--- config.mk ---
export PLATFORM = sky130hd
export DESIGN_NAME = spectro_ram_reader
export DESIGN_NICKNAME = d
export VERILOG_FILES = /design/src/rtl/spectro_pkg.sv /design/src/rtl/spectro_skid_fifo.sv /design/src/rtl/spectro_ram_reader.sv
export SDC_FILE = /design/constraint.sdc
export NUM_CORES = 1
export LEC_CHECK = 0
export CORE_UTILIZATION = 43
export DETAILED_ROUTE_END_ITERATION = 10
export PLACE_DENSITY = 0.64
export SYNTH_ARGS = -nofsm -noshare
export SYNTH_HDL_FRONTEND = slang
export SYNTH_HIERARCHICAL = 1
export SYNTH_SLANG_ARGS = --single-unit
--- constraint.sdc ---
create_clock -name clk -period 7.7 [get_ports clk]
set_input_delay 1.54 -clock clk [delete_from_list [all_inputs] [get_ports clk]]
set_output_delay 1.54 -clock clk [all_outputs]
set_load 0.005 [all_outputs]
--- src/rtl/spectro_pkg.sv ---
// Shared constants, reader state type and helpers for the spectrogram RAM reader.
// Build option: SPECTRO_RD_OUT_REG_EN selects the RAM's registered output (read latency 2).
package spectro_pkg;

   localparam int unsigned SPEC_ADDR_WIDTH = 9;
   localparam int unsigned SPEC_DATA_WIDTH = 10;
`ifdef SPECTRO_RD_OUT_REG_EN
   localparam int unsigned SPEC_RD_LATENCY = 2;
`else
   localparam int unsigned SPEC_RD_LATENCY = 1;
`endif
   localparam int unsigned SPEC_FIFO_DEPTH = SPEC_RD_LATENCY + 1;

   typedef enum logic [1:0] {IDLE, READ, DRAIN} reader_state_e;

   function automatic int unsigned count_ones(input logic [SPEC_RD_LATENCY-1:0] v);
      int unsigned n;
      n = 0;
      for (int i = 0; i < int'(SPEC_RD_LATENCY); i++) begin
         n += 32'(v[i]);
      end
      return n;
   endfunction

endpackage

--- src/rtl/spectro_skid_fifo.sv ---
// Small synchronous FIFO that absorbs RAM read data while the stream is stalled.
// Entries carry {last, data}; pushes are never refused, the reader guarantees space.
module spectro_skid_fifo #(
   parameter int unsigned WIDTH = 11,
   parameter int unsigned DEPTH = 2,
   localparam int unsigned CW = $clog2(DEPTH + 1),
   localparam int unsigned IW = (DEPTH > 1) ? $clog2(DEPTH) : 1
) (
   input  logic             clk,
   input  logic             rst_n,
   input  logic             push,
   input  logic [WIDTH-1:0] push_data,
   input  logic             pop,
   output logic [WIDTH-1:0] head,
   output logic [CW-1:0]    count
);

   logic [WIDTH-1:0] mem_q [DEPTH];
   logic [IW-1:0]    wr_q, rd_q;
   logic [CW-1:0]    cnt_q;
   logic             do_pop;

   function automatic logic [IW-1:0] next_idx(input logic [IW-1:0] idx);
      return (idx == IW'(DEPTH - 1)) ? '0 : idx + IW'(1);
   endfunction

   assign do_pop = pop && (cnt_q != '0);
   assign head   = mem_q[rd_q];
   assign count  = cnt_q;

   always_ff @(posedge clk or negedge rst_n) begin
      if (!rst_n) begin
         for (int i = 0; i < int'(DEPTH); i++) begin
            mem_q[i] <= '0;
         end
         wr_q  <= '0;
         rd_q  <= '0;
         cnt_q <= '0;
      end else begin
         if (push) begin
            mem_q[wr_q] <= push_data;
            wr_q        <= next_idx(wr_q);
         end
         if (do_pop) begin
            rd_q <= next_idx(rd_q);
         end
         case ({push, do_pop})
            2'b10:   cnt_q <= cnt_q + CW'(1);
            2'b01:   cnt_q <= cnt_q - CW'(1);
            default: cnt_q <= cnt_q;
         endcase
      end
   end

   no_overflow: assert property (@(posedge clk) disable iff (!rst_n)
      !(push && !do_pop && (cnt_q == CW'(DEPTH))));

endmodule

--- src/rtl/spectro_ram_reader.sv ---
// Port-B read engine: scans one frame of spectrogram bins and streams them out.
// Build option: SPECTRO_RD_OUT_REG_EN (via spectro_pkg) raises the read latency to 2.
module spectro_ram_reader
   import spectro_pkg::*;
#(
   parameter int unsigned ADDR_WIDTH = SPEC_ADDR_WIDTH,
   parameter int unsigned DATA_WIDTH = SPEC_DATA_WIDTH,
   parameter int unsigned FIFO_DEPTH = SPEC_FIFO_DEPTH
) (
   input  logic                  clk,
   input  logic                  rst_n,
   input  logic                  start,
   input  logic [ADDR_WIDTH-1:0] start_addr,
   output logic                  busy,
   output logic                  done,
   output logic [ADDR_WIDTH-1:0] b_addr,
   input  logic [DATA_WIDTH-1:0] b_rd_data,
   output logic                  b_wr_en,
   output logic [DATA_WIDTH-1:0] m_data,
   output logic                  m_valid,
   input  logic                  m_ready,
   output logic                  m_last
);

   localparam int unsigned LAT = SPEC_RD_LATENCY;
   localparam int unsigned FCW = $clog2(FIFO_DEPTH + 1);
   localparam logic [ADDR_WIDTH:0] FRAME_LAST = (ADDR_WIDTH + 1)'((1 << ADDR_WIDTH) - 1);

   reader_state_e         state_q;
   logic [ADDR_WIDTH-1:0] rd_ptr_q, beat_cnt_q;
   logic [ADDR_WIDTH:0]   issue_cnt_q;
   logic [LAT-1:0]        infl_q, infl_d, infl_last_q, infl_last_d;
   logic                  busy_q, done_q;
   logic [FCW-1:0]        fifo_count;
   logic [DATA_WIDTH:0]   fifo_head;
   logic                  issue, pop, push;

   assign pop     = m_valid && m_ready;
   assign push    = infl_q[LAT-1];
   assign m_valid = (fifo_count != '0);
   assign m_data  = fifo_head[DATA_WIDTH-1:0];
   assign m_last  = fifo_head[DATA_WIDTH];
   assign b_addr  = rd_ptr_q;
   assign b_wr_en = 1'b0;
   assign busy    = busy_q;
   assign done    = done_q;

   // A same-cycle pop frees a slot, which keeps one beat per cycle with the minimum depth.
   always_comb begin
      issue = (state_q == READ) && (issue_cnt_q <= FRAME_LAST) &&
              (int'(fifo_count) + int'(count_ones(infl_q)) - int'(pop) < int'(FIFO_DEPTH));
      infl_d[0]      = issue;
      infl_last_d[0] = issue && (issue_cnt_q == FRAME_LAST);
      for (int i = 1; i < int'(LAT); i++) begin
         infl_d[i]      = infl_q[i-1];
         infl_last_d[i] = infl_last_q[i-1];
      end
   end

   always_ff @(posedge clk or negedge rst_n) begin
      if (!rst_n) begin
         state_q     <= IDLE;
         rd_ptr_q    <= '0;
         issue_cnt_q <= '0;
         beat_cnt_q  <= '0;
         infl_q      <= '0;
         infl_last_q <= '0;
         busy_q      <= 1'b0;
         done_q      <= 1'b0;
      end else begin
         done_q      <= 1'b0;
         infl_q      <= infl_d;
         infl_last_q <= infl_last_d;
         case (state_q)
            IDLE: begin
               if (start) begin
                  rd_ptr_q    <= start_addr;
                  issue_cnt_q <= '0;
                  beat_cnt_q  <= '0;
                  busy_q      <= 1'b1;
                  state_q     <= READ;
               end
            end
            READ: begin
               if (issue) begin
                  rd_ptr_q    <= rd_ptr_q + ADDR_WIDTH'(1);
                  issue_cnt_q <= issue_cnt_q + (ADDR_WIDTH + 1)'(1);
                  if (issue_cnt_q == FRAME_LAST) begin
                     state_q <= DRAIN;
                  end
               end
            end
            DRAIN: state_q <= DRAIN;
            default: state_q <= IDLE;
         endcase
         if (pop) begin
            beat_cnt_q <= beat_cnt_q + ADDR_WIDTH'(1);
         end
         if ((state_q == DRAIN) && pop && (beat_cnt_q == '1)) begin
            state_q <= IDLE;
            busy_q  <= 1'b0;
            done_q  <= 1'b1;
         end
      end
   end

   spectro_skid_fifo #(
      .WIDTH (DATA_WIDTH + 1),
      .DEPTH (FIFO_DEPTH)
   ) u_fifo (
      .clk       (clk),
      .rst_n     (rst_n),
      .push      (push),
      .push_data ({infl_last_q[LAT-1], b_rd_data}),
      .pop       (pop),
      .head      (fifo_head),
      .count     (fifo_count)
   );

endmodule

Yosys cells after proc, flatten, opt, wreduce, memory -nomap -nowiden
Index checks and enable logic that the tools add are counted.

operators by class
  add/subtract/negate cells = 9
  order comparisons = 5
  eq/ne operators = 11
  muxes and demuxes = 27
  bitwise operators = 2
  reduce and logical (&&, ||, !) cells = 20

operators with widths
  operator                                                          count
  2-to-1 mux 9 bit                                                  5
  2-to-1 mux 11 bit                                                 4
  bitwise mux 22 bit                                                1
  2-to-1 mux 10 bit                                                 2
  one-hot mux 10 bit (2 select lines)                               1
  adder 9 x 1 -> 9 bit (second input constant)                      2
  one-hot mux 9 bit (2 select lines)                                1
  nonzero test 2 bit                                                7
  demux 11 bit (select 1 bit)                                       1
  adder 10 x 1 -> 10 bit (second input constant)                    1
  == test 10 x 9 -> 1 bit (second input constant)                   1
  less-or-equal comparator 10 x 9 -> 1 bit (second input constant)  1
  == test 9 bit (second input constant)                             1
  logical AND 1 bit                                                 8
  2-to-1 mux 2 bit                                                  4
  2-to-1 mux 1 bit                                                  6
  one-hot mux 2 bit (3 select lines)                                1
  AND reduction 3 bit                                               2
  == test 2 x 1 -> 1 bit (second input constant)                    2
  == test 2 bit (second input constant)                             2
  >= comparator 2 bit (second input constant)                       2
  < comparator 4 x 3 -> 1 bit (second input constant)               1
  != test 2 bit (second input constant)                             2
  inverter 1 -> 2 bit                                               2
  other kinds (12)                                                  14

word-level totals
  register bits after elaboration = 60
  output and inout port bits = 24
  word-level logic and storage cells = 87

Logic depth before layout (Yosys ltp)
Gate-level depths: netlist of run 1.

  depth in word-level cells = 8
  depth in mapped cells = 13
  depth with buffers taken out = 10

Hierarchy
Netlist of run 1, hierarchy kept.

modules (own cells, without submodules)
  module              times used  cells an instance  area an instance (um^2)  seq. area each (um^2)
  spectro_ram_reader  1           212                1909.3                   850.8
  spectro_skid_fifo   1           73                 1131.1                   650.6

Worst setup path before layout of run 1
OpenSTA, ideal clock, no wires.

  path type = in2reg
  start point = input m_ready
  end point = register issue_cnt_q[8]
  library setup time = 0.126 ns
  data arrival time = 3.739 ns
  required time = 7.574 ns
  setup slack = 3.835 ns
  cell stages on the path = 12
  cell sequence = o21ai_2 -> inv_2 -> clkbuf_1 -> ha_1 -> nor2b_1 -> fa_1 -> or3b_4 -> clkinv_4 -> o21ai_2 -> buf_2 -> and2_0 -> a311o_1

between the ends
  longest elaborated chain between the ends = 6

ends and longest elaborated chain
  element                        line                      RTL
  start, declared                spectro_ram_reader.sv:21  input logic m_ready,
  logical AND 1 bit              spectro_ram_reader.sv:38  assign pop = m_valid && m_ready;
  via pop                        spectro_ram_reader.sv:36  logic issue, pop, push;
  subtractor 3 x 1 -> 4 bit      spectro_ram_reader.sv:51  (int'(fifo_count) + int'(count_ones(infl_q)) - int'(pop) < int'(FIFO_DEPTH));
  < comparator 4 x 3 -> 1 bit    spectro_ram_reader.sv:51
  logical AND 1 bit              spectro_ram_reader.sv:50  issue = (state_q == READ) && (issue_cnt_q <= FRAME_LAST) &&
  via infl_d                     spectro_ram_reader.sv:32  logic [LAT-1:0] infl_q, infl_d, infl_last_q, infl_last_d;
  != test 2 bit (no line)        n/a
  AND reduction 3 bit (no line)  n/a
  end signal, assigned           spectro_ram_reader.sv:87  issue_cnt_q <= issue_cnt_q + (ADDR_WIDTH + 1)'(1);
  end, declared                  spectro_ram_reader.sv:31  logic [ADDR_WIDTH:0] issue_cnt_q;

The timed path passes the listed nets, and every way through them passes these cells.
A chain may end at the register's enable or synchronous reset.

Worst setup path after layout of run 1
  start point = input m_ready
  end point = register issue_cnt_q[7]

between the ends
  longest elaborated chain between the ends = 6

ends and longest elaborated chain
  element                        line
  logical AND 1 bit              spectro_ram_reader.sv:38
  subtractor 3 x 1 -> 4 bit      spectro_ram_reader.sv:51
  < comparator 4 x 3 -> 1 bit    spectro_ram_reader.sv:51
  logical AND 1 bit              spectro_ram_reader.sv:50
  via infl_d                     spectro_ram_reader.sv:32
  != test 2 bit (no line)        n/a
  AND reduction 3 bit (no line)  n/a

The timed path passes the listed nets, and every way through them passes these cells.

==> results of run 1 <==
-- layout make-up --
| type | instances | area [sq um] |
|---|---|---|
| Inverter | 13 | 53.8 |
| Clock buffer | 12 | 155 |
| Fill cell | 633 | 3040 |
| Clock inverter | 4 | 47.5 |
| Sequential cell | 60 | 1500 |
| Tap cell | 96 | 120 |
| Timing Repair Buffer | 46 | 453 |
| Multi-Input combinational cell | 201 | 1420 |
-- stage by stage --
stage,area [sq um],setup slack (ns),instances,power [mW],hold slack (ns)
finish,3750,3.53,432,1.42,0.494
CTS,3750,3.53,432,1.44,0.500
global route,3750,3.37,432,1.53,0.513
floorplan,3040,3.83,285,0.922,0.443
global placement,3550,3.24,416,1.14,0.468
detailed placement,3550,3.18,416,1.15,0.484
-- cells in the mapped netlist (2+ instances only) --
cell / instances / area share
a21oi_1: 10 / 0.016
a2bb2oi_1: 2 / 0.0058
a31oi_1: 3 / 0.0062
and2_1: 2 / 0.0041
and3_1: 11 / 0.023
buf_2: 5 / 0.0082
buf_6: 2 / 0.0074
clkbuf_1: 3 / 0.0037
dfrtp_1: 60 / 0.49
ha_1: 9 / 0.037
inv_1: 9 / 0.011
inv_2: 2 / 0.0025
mux2_2: 32 / 0.12
mux2i_1: 3 / 0.0099
nand2_1: 26 / 0.032
nand2b_1: 2 / 0.0041
nand3_1: 15 / 0.025
nand4_1: 2 / 0.0041
nand4b_1: 2 / 0.0058
nor2_1: 13 / 0.016
nor2b_1: 2 / 0.0041
nor4_1: 3 / 0.0062
o21a_1: 3 / 0.0074
o21ai_0: 20 / 0.033
o21ai_1: 4 / 0.0066
o21ai_2: 2 / 0.0058
o22ai_1: 4 / 0.0082
o31ai_1: 5 / 0.012
or3_1: 2 / 0.0041
xnor2_1: 2 / 0.0058
xor2_1: 3 / 0.0086
-- cells by family (layout without fill, tap and decap cells) --
logic type,count (synthesis),after routing,synth area share
xor+xnor,5,5,0.0144
simple gates,86,86,0.142
other cells,1,1,0.00123
compound gates,63,63,0.133
flops,60,60,0.494
mux,36,36,0.132
fa+ha+maj,10,10,0.0436
buf+inv,24,75,0.0395
-- path summary, 6_finish.rpt --
| kind | start | endpoint | slack [ns] | depth (start not counted) |
|---|---|---|---|---|
| min in group asynchronous | rst_n | beat_cnt_q[4]$_DFFE_PN0P_ | 1.35 | 2 |
| max in group asynchronous | rst_n | issue_cnt_q[8]$_DFFE_PN0P_ | 5.84 | 2 |
| worst min register to register | beat_cnt_q[7]$_DFFE_PN0P_ | beat_cnt_q[7]$_DFFE_PN0P_ | 0.49 | 1 |
| worst min-delay path | beat_cnt_q[7]$_DFFE_PN0P_ | beat_cnt_q[7]$_DFFE_PN0P_ | 0.49 | 1 |
| worst max-delay path | m_ready | issue_cnt_q[7]$_DFFE_PN0P_ | 3.53 | 11 |
| worst max register to register | u_fifo/count[0]$_DFFE_PN0P_ | issue_cnt_q[7]$_DFFE_PN0P_ | 4.46 | 10 |
-- registers in the layout, summed over array words and instances (netlist names) --
| register | count |
|---|---|
| b_addr | 9 |
| infl_q | 1 |
| busy | 1 |
| u_fifo/mem_q | 22 |
| u_fifo/rd_q | 1 |
| infl_last_q | 1 |
| u_fifo/count | 2 |
| done | 1 |
| state_q | 2 |
| issue_cnt_q | 10 |
| u_fifo/wr_q | 1 |
| beat_cnt_q | 9 |
-- cell usage in the layout (no fill, tap or decap), types with 10 or more instances in the layout --
| master | netlist | final |
|---|---|---|
| and3_1 | 11 | 11 |
| a21oi_1 | 10 | 10 |
| clkbuf_8 | 0 | 11 |
| dfrtp_1 | 60 | 60 |
| nand2_1 | 26 | 26 |
| mux2_2 | 32 | 32 |
| nor2_1 | 13 | 13 |
| clkdlybuf4s50_1 | 0 | 44 |
| o21ai_0 | 20 | 20 |
| nand3_1 | 15 | 15 |
-- where the power goes --
group,total (mW),switching (mW),leakage [nW],internal [mW]
Clock,0.289,0.123,0.102,0.166
Sequential,0.526,0.0981,0.752,0.428
Combinational,0.608,0.271,0.776,0.337
-- metal layers --
layer,track usage,part of all wire,wire length [microns]
met1,0.230,0.48,2830
met2,0.279,0.46,2690
met3,0.0298,0.037,220
met4,0.0955,0.025,150
met5,0,0,0
==> results.md, run 1 <==
* Total global routing overflow at 0
* Worst path required time at 7.96 ns
* Distinct cells, synth at 53
* Antenna viol nets, final at 0
* CTS H-tree lvls at 3
* Min-Delay Path Class: flop to flop
* Asr flop ratio synth at 1.00
* DRC at 0
* Die area at 7410 sq um
* Post-DP HPWL at 3950 microns
* First-pass DRT Iterations at 4
* Die width at 86.1 microns
* Clock Sinks at 60
* Placer Congestion at 0.786
* Clock Skew at 0.00579 ns
* Wire length per cell at 13.6 microns
* Setup-failing EPs final at 0
* CP max FO at 20
* Seq/Total Area, Yosys at 0.494
* RSZ-0062 raised after global routing: false
* Yosys reg bits at 60
* Endpoints failing hold at 0
* CP Capture Type: flop
* Largest net degree at the start of global routing at 61
* Final period utilization at 0.542
* Post-Syn Instances at 285
* Routed WL at 5890 microns
* Worst VDD drop at 0.165 mV
* Initial Util at 0.448
* Post-synthesis cell area at 3040 sq um
* Layout area overhead at 23.3%
* Clock tree buffer depth at 2
* Clock transition at path regs at 0.07 ns
* Element type at the critical path start: input port
* Syn Area/Cell at 10.7 sq um
* Worst-path cell chain: clkdlybuf4s50_1 > o21ai_2 > inv_2 > ha_1 > nor2b_1 > fa_1 > or3b_4 > clkinv_4 > o21ai_2 > or4_1 > a21oi_1
* Resize count post-CTS at 0
* Number of synthesized flops with an enable pin at 0
* Most frequent cell on the critical path: o21ai_2
* First-pass GRT wire length at 10,100 microns
* Vias per cell at 5.35
* Rows at 30
* Layout cell share with drive strength beyond 1 at 0.176
* Sum Neg Setup Slack at 0 ns
* I/O pin count at 47
* Setup Buffers After CTS at 0
* Buf/Inv on CP at 3
* Pwr Density at 380 nW/um^2
* Die height at 86.1 microns
* Tmin final at 4.17 ns
* Fin util at 0.552
* Vias at 2,310
* CTS tree: yes
* Warnings from Yosys at 6
* Slew headroom at 0.498
* Net Count, Synth at 318
* GRT Total Usage at 0.176
* Initial antenna violation count at 0
* Fin. max-slew vios at 0
* Clk Tree Root Cell: clkbuf_8
* Antenna fix cells at 0
* Worst Setup Path Type: input port to flop
* Number of global-route vias before repair at 2,200
* CP delay by family, top: simple AND/OR/NAND/NOR gates
* Worst Tran Pin Value at 0.753 ns
* Data arrival, critical path at 4.43 ns
* CP max stage cell: or4_1
* Total core area at 6790 sq um
* CTS Hold Buffers Added at 0
* Pleak at 1.63 nW
* Initial DRC Count at 105
* Status: finished clean
* Max-Cap Viols at 0
* CTS Buf Count at 9
* Synth Flop Type: dfrtp_1
* Final Net Count at 364
* FMAX at 0.240 GHz
* IO buf count at 45
* Slowest stage delay, CP at 0.53 ns
* Clock latency at the later pin of the worst-skew pair at 0.33 ns
Power figures use the tool's default switching activity.
==> run 2: changes to the inputs <==
clock period = 4.3 ns   (was 7.7 ns; I/O delays follow)
==> run 2 against run 1 <==
  * Core utilization about the same
  * Clock skew is 0.0017 ns higher
  * Power increased by 78%
  * Worst setup slack worse by 2.7 ns
  * Combinational power increased by 79%
  * Highest routed layer unchanged
  * Via count shrank 0.61%
  * Global-route usage grew 0.20 points
  * Die area did not move
  * Critical path depth is the same
==> results.md, run 2 (same netlist as run 1, synthesis figures left out) <==
* Clock transition at path regs at 0.07 ns (about the same)
* Number of flip-flops in the largest register at 22 (unchanged)
* Cells after DPL at 417 (+0.24%)
* CP max stage cell: or4_1
* Antenna viol nets, final at 0 (unchanged)
* Most frequent cells in the layout: dfrtp_1 (60), clkdlybuf4s50_1 (44), mux2_2 (32)
* Layout area overhead at 23.3% (about the same)
* Most frequent cell on the critical path: o21ai_2
* Clock network power share at 0.197 (-0.006)
* Resize count post-CTS at 0 (unchanged)
* CP Capture Type: flop
* Slowest stage delay, CP at 0.53 ns (about the same)
* Worst Setup Path Type: input port to flop
* Biggest regs: u_fifo/mem_q (22), issue_cnt_q (10)
* CP delay by family, top: simple AND/OR/NAND/NOR gates
* Data arrival, critical path at 3.76 ns (-0.67 ns)
* Setup Buffers After CTS at 0 (unchanged)
* Vias at 2,296 (-0.61%)
* First-pass GRT wire length at 10,200 microns (+0.89%)
* Max-Cap Viols at 0 (unchanged)
* Routed WL at 5950 microns (+1.0%)
* First-pass DRT Iterations at 5 (+1)
* Clock latency at the later pin of the worst-skew pair at 0.34 ns (about the same)
* Status: finished clean
* Top reg by flops: u_fifo/mem_q
* Reg power frac at 0.372 (+0.002)
* Endpoints failing hold at 0 (unchanged)
* Switching pwr at 0.895 mW (+82%)
* Antenna fix cells at 0 (unchanged)
* CP max FO at 20 (unchanged)
* Rows at 30 (unchanged)
* CTS Buf Count at 9 (unchanged)
* Layout cell share with drive strength beyond 1 at 0.178 (+0.00245)
* IO buf count at 45 (unchanged)
* Storage cell area at 1500 sq um (unchanged)
* CTS Hold Buffers Added at 0 (unchanged)
* Wire length per cell at 13.7 microns (+0.77%)
* Hold WS at 0.486 ns (-0.00790 ns)
* Buf/Inv on CP at 3 (unchanged)
* Largest net degree at the start of global routing at 38 (-38%)
* Clock Sinks at 60 (unchanged)
* Placer Congestion at 0.782 (-0.58%)
* Die height at 86.1 microns (unchanged)
* Fill cell total of the finished layout at 613 (-3.2%)
* Total global routing overflow at 0 (unchanged)
* Clock tree buffer depth at 2 (unchanged)
* Min-Delay Path Class: flop to flop
* Die width at 86.1 microns (unchanged)
* Pwr Density at 676 nW/um^2 (+78%)
* Pleak at 1.62 nW (-0.78%)
* Clock Skew at 0.00747 ns (+0.00168 ns)
* Final period utilization at 0.812
* Worst-path cell chain: clkdlybuf4s50_1 > o21ai_2 > inv_2 > ha_1 > nor2b_1 > fa_1 > or3b_4 > clkinv_4 > o21ai_2 > or4_1 > a21oi_1
* Layout Cells excl Fill at 433 (+0.23%)
* Number of global-route vias before repair at 2,186 (-0.64%)
* Final Net Count at 365 (+0.27%)
* Post-DP HPWL at 4130 microns (+4.5%)
* Fin. max-slew vios at 0 (unchanged)
* Pint at 1.64 mW (+76%)
* Worst path required time at 4.57 ns (-3.39 ns)
* RSZ-0062 raised after global routing: false
* Clk Tree Root Cell: clkbuf_8
* Worst Tran Pin Value at 0.741 ns (-0.0119 ns)
* Element type at the critical path start: input port
* CTS tree: yes
* Area of the multi-input gates at 1420 sq um (unchanged)
* CTS H-tree lvls at 3 (unchanged)
* Initial DRC Count at 54 (-49%)
* Die area at 7410 sq um (unchanged)
* Commonest non-fill, non-tap cell in the layout: dfrtp_1
* Total core area at 6790 sq um (unchanged)
* Comb power frac at 0.431 (+0.004)
* Initial Util at 0.448 (unchanged)
* Slew headroom at 0.506 (+0.00784)
* Initial antenna violation count at 0 (unchanged)
* Tmin final at 3.49 ns
* Worst VDD drop at 0.263 mV (+60%)
* Switching share of power at 0.353 (+0.00761)
* DRC at 0 (unchanged)
* Sum Neg Setup Slack at 0 ns (unchanged)
* I/O pin count at 47 (unchanged)
* GRT Total Usage at 0.178 (+0.00196)
* FMAX at 0.286 GHz
* Vias per cell at 5.30 (-0.84%)
* Setup-failing EPs final at 0 (unchanged)
run 2: cell count changes in the layout (fill, tap and decap cells not counted):
cell,previous run,this run
clkinvlp_4,1,4
clkbuf_8,11,9
buf_4,1,2
clkinv_2,2,1
run 2: routing by layer:
layer  GRT usage  wire (microns)  vias up
met5           0               0        -
met4      0.0848             127        0
met3      0.0375             272       13
met2       0.281            2760       57
met1       0.233            2800     1103
li1            -               -     1123
run 2: area by class of cell:
class | instances | area share
Inverter | 13 | 0.0144
Clock inverter | 6 | 0.0174
Timing Repair Buffer | 47 | 0.123
Multi-Input combinational cell | 201 | 0.379
Tap cell | 96 | 0.0321
Clock buffer | 10 | 0.0341
Sequential cell | 60 | 0.401
run 2: path summary, 6_finish.rpt:
| path | depth (start not counted) | startpoint | slack (ns) | to |
|---|---|---|---|---|
| worst max-delay path | 11 | m_ready | 0.81 | issue_cnt_q[7]$_DFFE_PN0P_ |
| worst min-delay path | 1 | u_fifo/mem_q[15]$_DFFE_PN0P_ | 0.49 | u_fifo/mem_q[15]$_DFFE_PN0P_ |
| worst max register to register | 10 | u_fifo/count[0]$_DFFE_PN0P_ | 1.06 | issue_cnt_q[7]$_DFFE_PN0P_ |
| worst min register to register | 1 | u_fifo/mem_q[15]$_DFFE_PN0P_ | 0.49 | u_fifo/mem_q[15]$_DFFE_PN0P_ |
| max in group asynchronous | 2 | rst_n | 2.91 | u_fifo/mem_q[5]$_DFFE_PN0P_ |
| min in group asynchronous | 1 | rst_n | 0.52 | beat_cnt_q[1]$_DFFE_PN0P_ |
run 2: power by group through the flow:
stage               Sequential [mW]  Combinational (mW)  Clock, mW
floorplan                     0.900               0.752          0
global placement              0.950                1.09          0
detailed placement            0.957                1.11          0
CTS                           0.947                1.11      0.508
global route                  0.981                1.22      0.534
finish                        0.943                1.09      0.498
run 2: stage by stage:
step / util / setup slack (ns) / power (mW) / instance area (sq um)
final: 0.552 / 0.808 / 2.53 / 3750
after global routing: 0.552 / 0.640 / 2.73 / 3750
after CTS: 0.552 / 0.803 / 2.56 / 3750
after detailed placement: 0.523 / 0.446 / 2.06 / 3550
after global placement: 0.523 / 0.513 / 2.04 / 3550
after floorplan: - / 1.11 / 1.65 / 3040
==> run 3: changes to the inputs <==
clock period = 3.5 ns   (was 4.3 ns; I/O delays follow)
==> run 3 against run 2 <==
  * Non-clock buffer count rose by 4
  * Flip-flop and latch count unchanged
  * Highest routed layer unchanged
  * First-iteration DRC count did not move
  * Global-route usage is 0.67 points higher
  * Count of clock-buffer cells in the layout shrank 1
==> results.md, run 3 (same netlist as run 1, synthesis figures left out) <==
* Buf/Inv on CP at 3 (unchanged)
* Hold WS at 0.411 ns (-0.0748 ns)
* Clock transition at path regs at 0.08 ns (about the same)
* Endpoints failing hold at 0 (unchanged)
* Max-Cap Viols at 0 (unchanged)
* Data arrival, critical path at 3.19 ns (-0.57 ns)
* Wire length per cell at 13.9 microns (+1.1%)
* Flop2flop setup slack at 0.77 ns (-0.29 ns)
* Min-Delay Path Class: input port to async pin
* First-pass GRT wire length at 10,600 microns (+4.4%)
* Pleak at 1.66 nW (+2.3%)
* Most frequent cell on the critical path: o21ai_2
* CTS Buf Count at 9 (unchanged)
* Fill cell total of the finished layout at 628 (+2.4%)
* Final Net Count at 369 (+1.1%)
* Worst VDD drop at 0.354 mV (+35%)
* First-pass DRT Iterations at 4 (-1)
* Antenna viol nets, final at 0 (unchanged)
* Worst-path cell chain: clkdlybuf4s50_1 > o21ai_2 > inv_2 > ha_1 > nor2b_1 > fa_1 > or3b_4 > clkinv_4 > o21ai_2 > or4_1 > a21oi_1
* DRC at 0 (unchanged)
* Die area at 7410 sq um (unchanged)
* Initial DRC Count at 54 (unchanged)
* Largest net degree at the start of global routing at 35 (-7.9%)
* Number of global-route vias before repair at 2,260 (+3.4%)
* Clock Sinks at 60 (unchanged)
* I/O pin count at 47 (unchanged)
* Commonest non-fill, non-tap cell in the layout: dfrtp_1
* Slowest stage delay, CP at 0.50 ns (-0.03 ns)
* CTS tree: yes
* Biggest regs: u_fifo/mem_q (22), issue_cnt_q (10)
* Total core area at 6790 sq um (unchanged)
* Antenna fix cells at 0 (unchanged)
* Placer Congestion at 0.800 (+2.3%)
* Number of flip-flops in the largest register at 22 (unchanged)
* Most frequent cells in the layout: dfrtp_1 (60), clkdlybuf4s50_1 (44), mux2_2 (32)
* Total global routing overflow at 0 (unchanged)
* IO buf count at 45 (unchanged)
* CTS H-tree lvls at 3 (unchanged)
* Die width at 86.1 microns (unchanged)
* RSZ-0062 raised after global routing: false
* Die height at 86.1 microns (unchanged)
* Routed WL at 6070 microns (+2.1%)
* FMAX at 0.342 GHz
* Clock Skew at 0.00881 ns (+0.00134 ns)
* Clock tree buffer depth at 2 (unchanged)
* Setup Buffers After CTS at 0 (unchanged)
* CP delay by family, top: simple AND/OR/NAND/NOR gates
* CTS Hold Buffers Added at 0 (unchanged)
* CP max FO at 8 (-60%)
* Rows at 30 (unchanged)
* Worst Setup Path Type: input port to flop
* Initial antenna violation count at 0 (unchanged)
* Setup-failing EPs final at 0 (unchanged)
* Tmin final at 2.92 ns
* Fin. max-slew vios at 0 (unchanged)
* Post-DP HPWL at 4270 microns (+3.4%)
* Resize count post-CTS at 0 (unchanged)
* Element type at the critical path start: input port
* Pwr Density at 836 nW/um^2 (+24%)
* CP max stage cell: or4_1
* Layout area overhead at 24.4%
* Clk Tree Root Cell: clkbuf_8
* Final period utilization at 0.834
* Vias per cell at 5.28 (-0.48%)
* FF-to-FF Start: u_fifo/count[0]$_DFFE_PN0P_
* Worst reg-to-reg path cell count at 10 (unchanged)
* Slew headroom at 0.519 (+0.0128)
* GRT Total Usage at 0.185 (+0.00672)
* Vias at 2,306 (+0.44%)
* Worst Tran Pin Value at 0.722 ns (-0.0191 ns)
* Worst path required time at 3.77 ns (-0.80 ns)
* CP Capture Type: flop
* Storage cell area at 1500 sq um (unchanged)
* Status: finished clean
* Sum Neg Setup Slack at 0 ns (unchanged)
* Layout cell share with drive strength beyond 1 at 0.191 (+0.0126)
* Area of the multi-input gates at 1420 sq um (unchanged)
* RR Endpoint: issue_cnt_q[7]$_DFFE_PN0P_
* Top reg by flops: u_fifo/mem_q
* Clock latency at the later pin of the worst-skew pair at 0.34 ns (about the same)
* Initial Util at 0.448 (unchanged)
==> run 3: changes by cell type in the layout (fill, tap and decap cells not counted), sizes merged <==
cell	delta
clkbuf	-1
inv	+1
buf	+4
clkinv	+4
clkinvlp	-4
==> run 3: worst max path at each step <==
stage | cells after the start | startpoint | end | slack [ns]
2_1_floorplan | 12 | m_ready | issue_cnt_q[8]$_DFFE_PN0P_ | 0.47
3_3_place_gp | 11 | m_ready | issue_cnt_q[7]$_DFFE_PN0P_ | 0.27
3_5_place_dp | 11 | m_ready | issue_cnt_q[7]$_DFFE_PN0P_ | 0.22
4_1_cts | 11 | m_ready | issue_cnt_q[7]$_DFFE_PN0P_ | 0.58
5_1_grt | 11 | m_ready | issue_cnt_q[7]$_DFFE_PN0P_ | 0.48
6_report | 11 | m_ready | issue_cnt_q[7]$_DFFE_PN0P_ | 0.58
==> run 3: metal layers <==
metal / global-route usage / part of all wire / vias to the layer above
li1: - / - / 1139
met1: 0.243 / 0.48 / 1102
met3: 0.0452 / 0.038 / 12
met5: 0 / 0 / -
met2: 0.294 / 0.46 / 53
met4: 0.0712 / 0.019 / 0
==> run 3: cell type report <==
type,count,area share
well taps,96,0.0317
multi-input cells,201,0.375
flip-flops and latches,60,0.397
clock buffers,9,0.0327
clock inverters,7,0.0198
repair buffers,51,0.130
inverters,13,0.0142
==> run 3: per-stage QoR <==
step	std cells	util	setup slack, ns	cell area (sq um)	total power [mW]
3_3_place_gp	421	0.528	0.266	3580	2.53
3_5_place_dp	421	0.528	0.223	3580	2.56
6_report	437	0.557	0.580	3780	3.16
2_1_floorplan	285	-	0.475	3040	2.03
4_1_cts	437	0.557	0.579	3780	3.21
5_1_grt	437	0.557	0.482	3780	3.42
==> run 3: worst register-to-register path, stage by stage (launching register included) <==
cell      delay, ns
dfrtp_1        0.47
o21ai_2        0.20
inv_2          0.05
ha_1           0.26
nor2b_1        0.05
fa_1           0.36
or3b_4         0.42
clkinv_4       0.09
o21ai_2        0.12
or4_1          0.50
a21oi_1        0.15
==> run 3: report_power, final <==
| part | switching [mW] | internal, mW | leakage (nW) |
|---|---|---|---|
| Clock | 0.294 | 0.332 | 0.104 |
| Combinational | 0.614 | 0.768 | 0.800 |
| Sequential | 0.211 | 0.941 | 0.752 |
| Total | 1.12 | 2.04 | 1.66 |
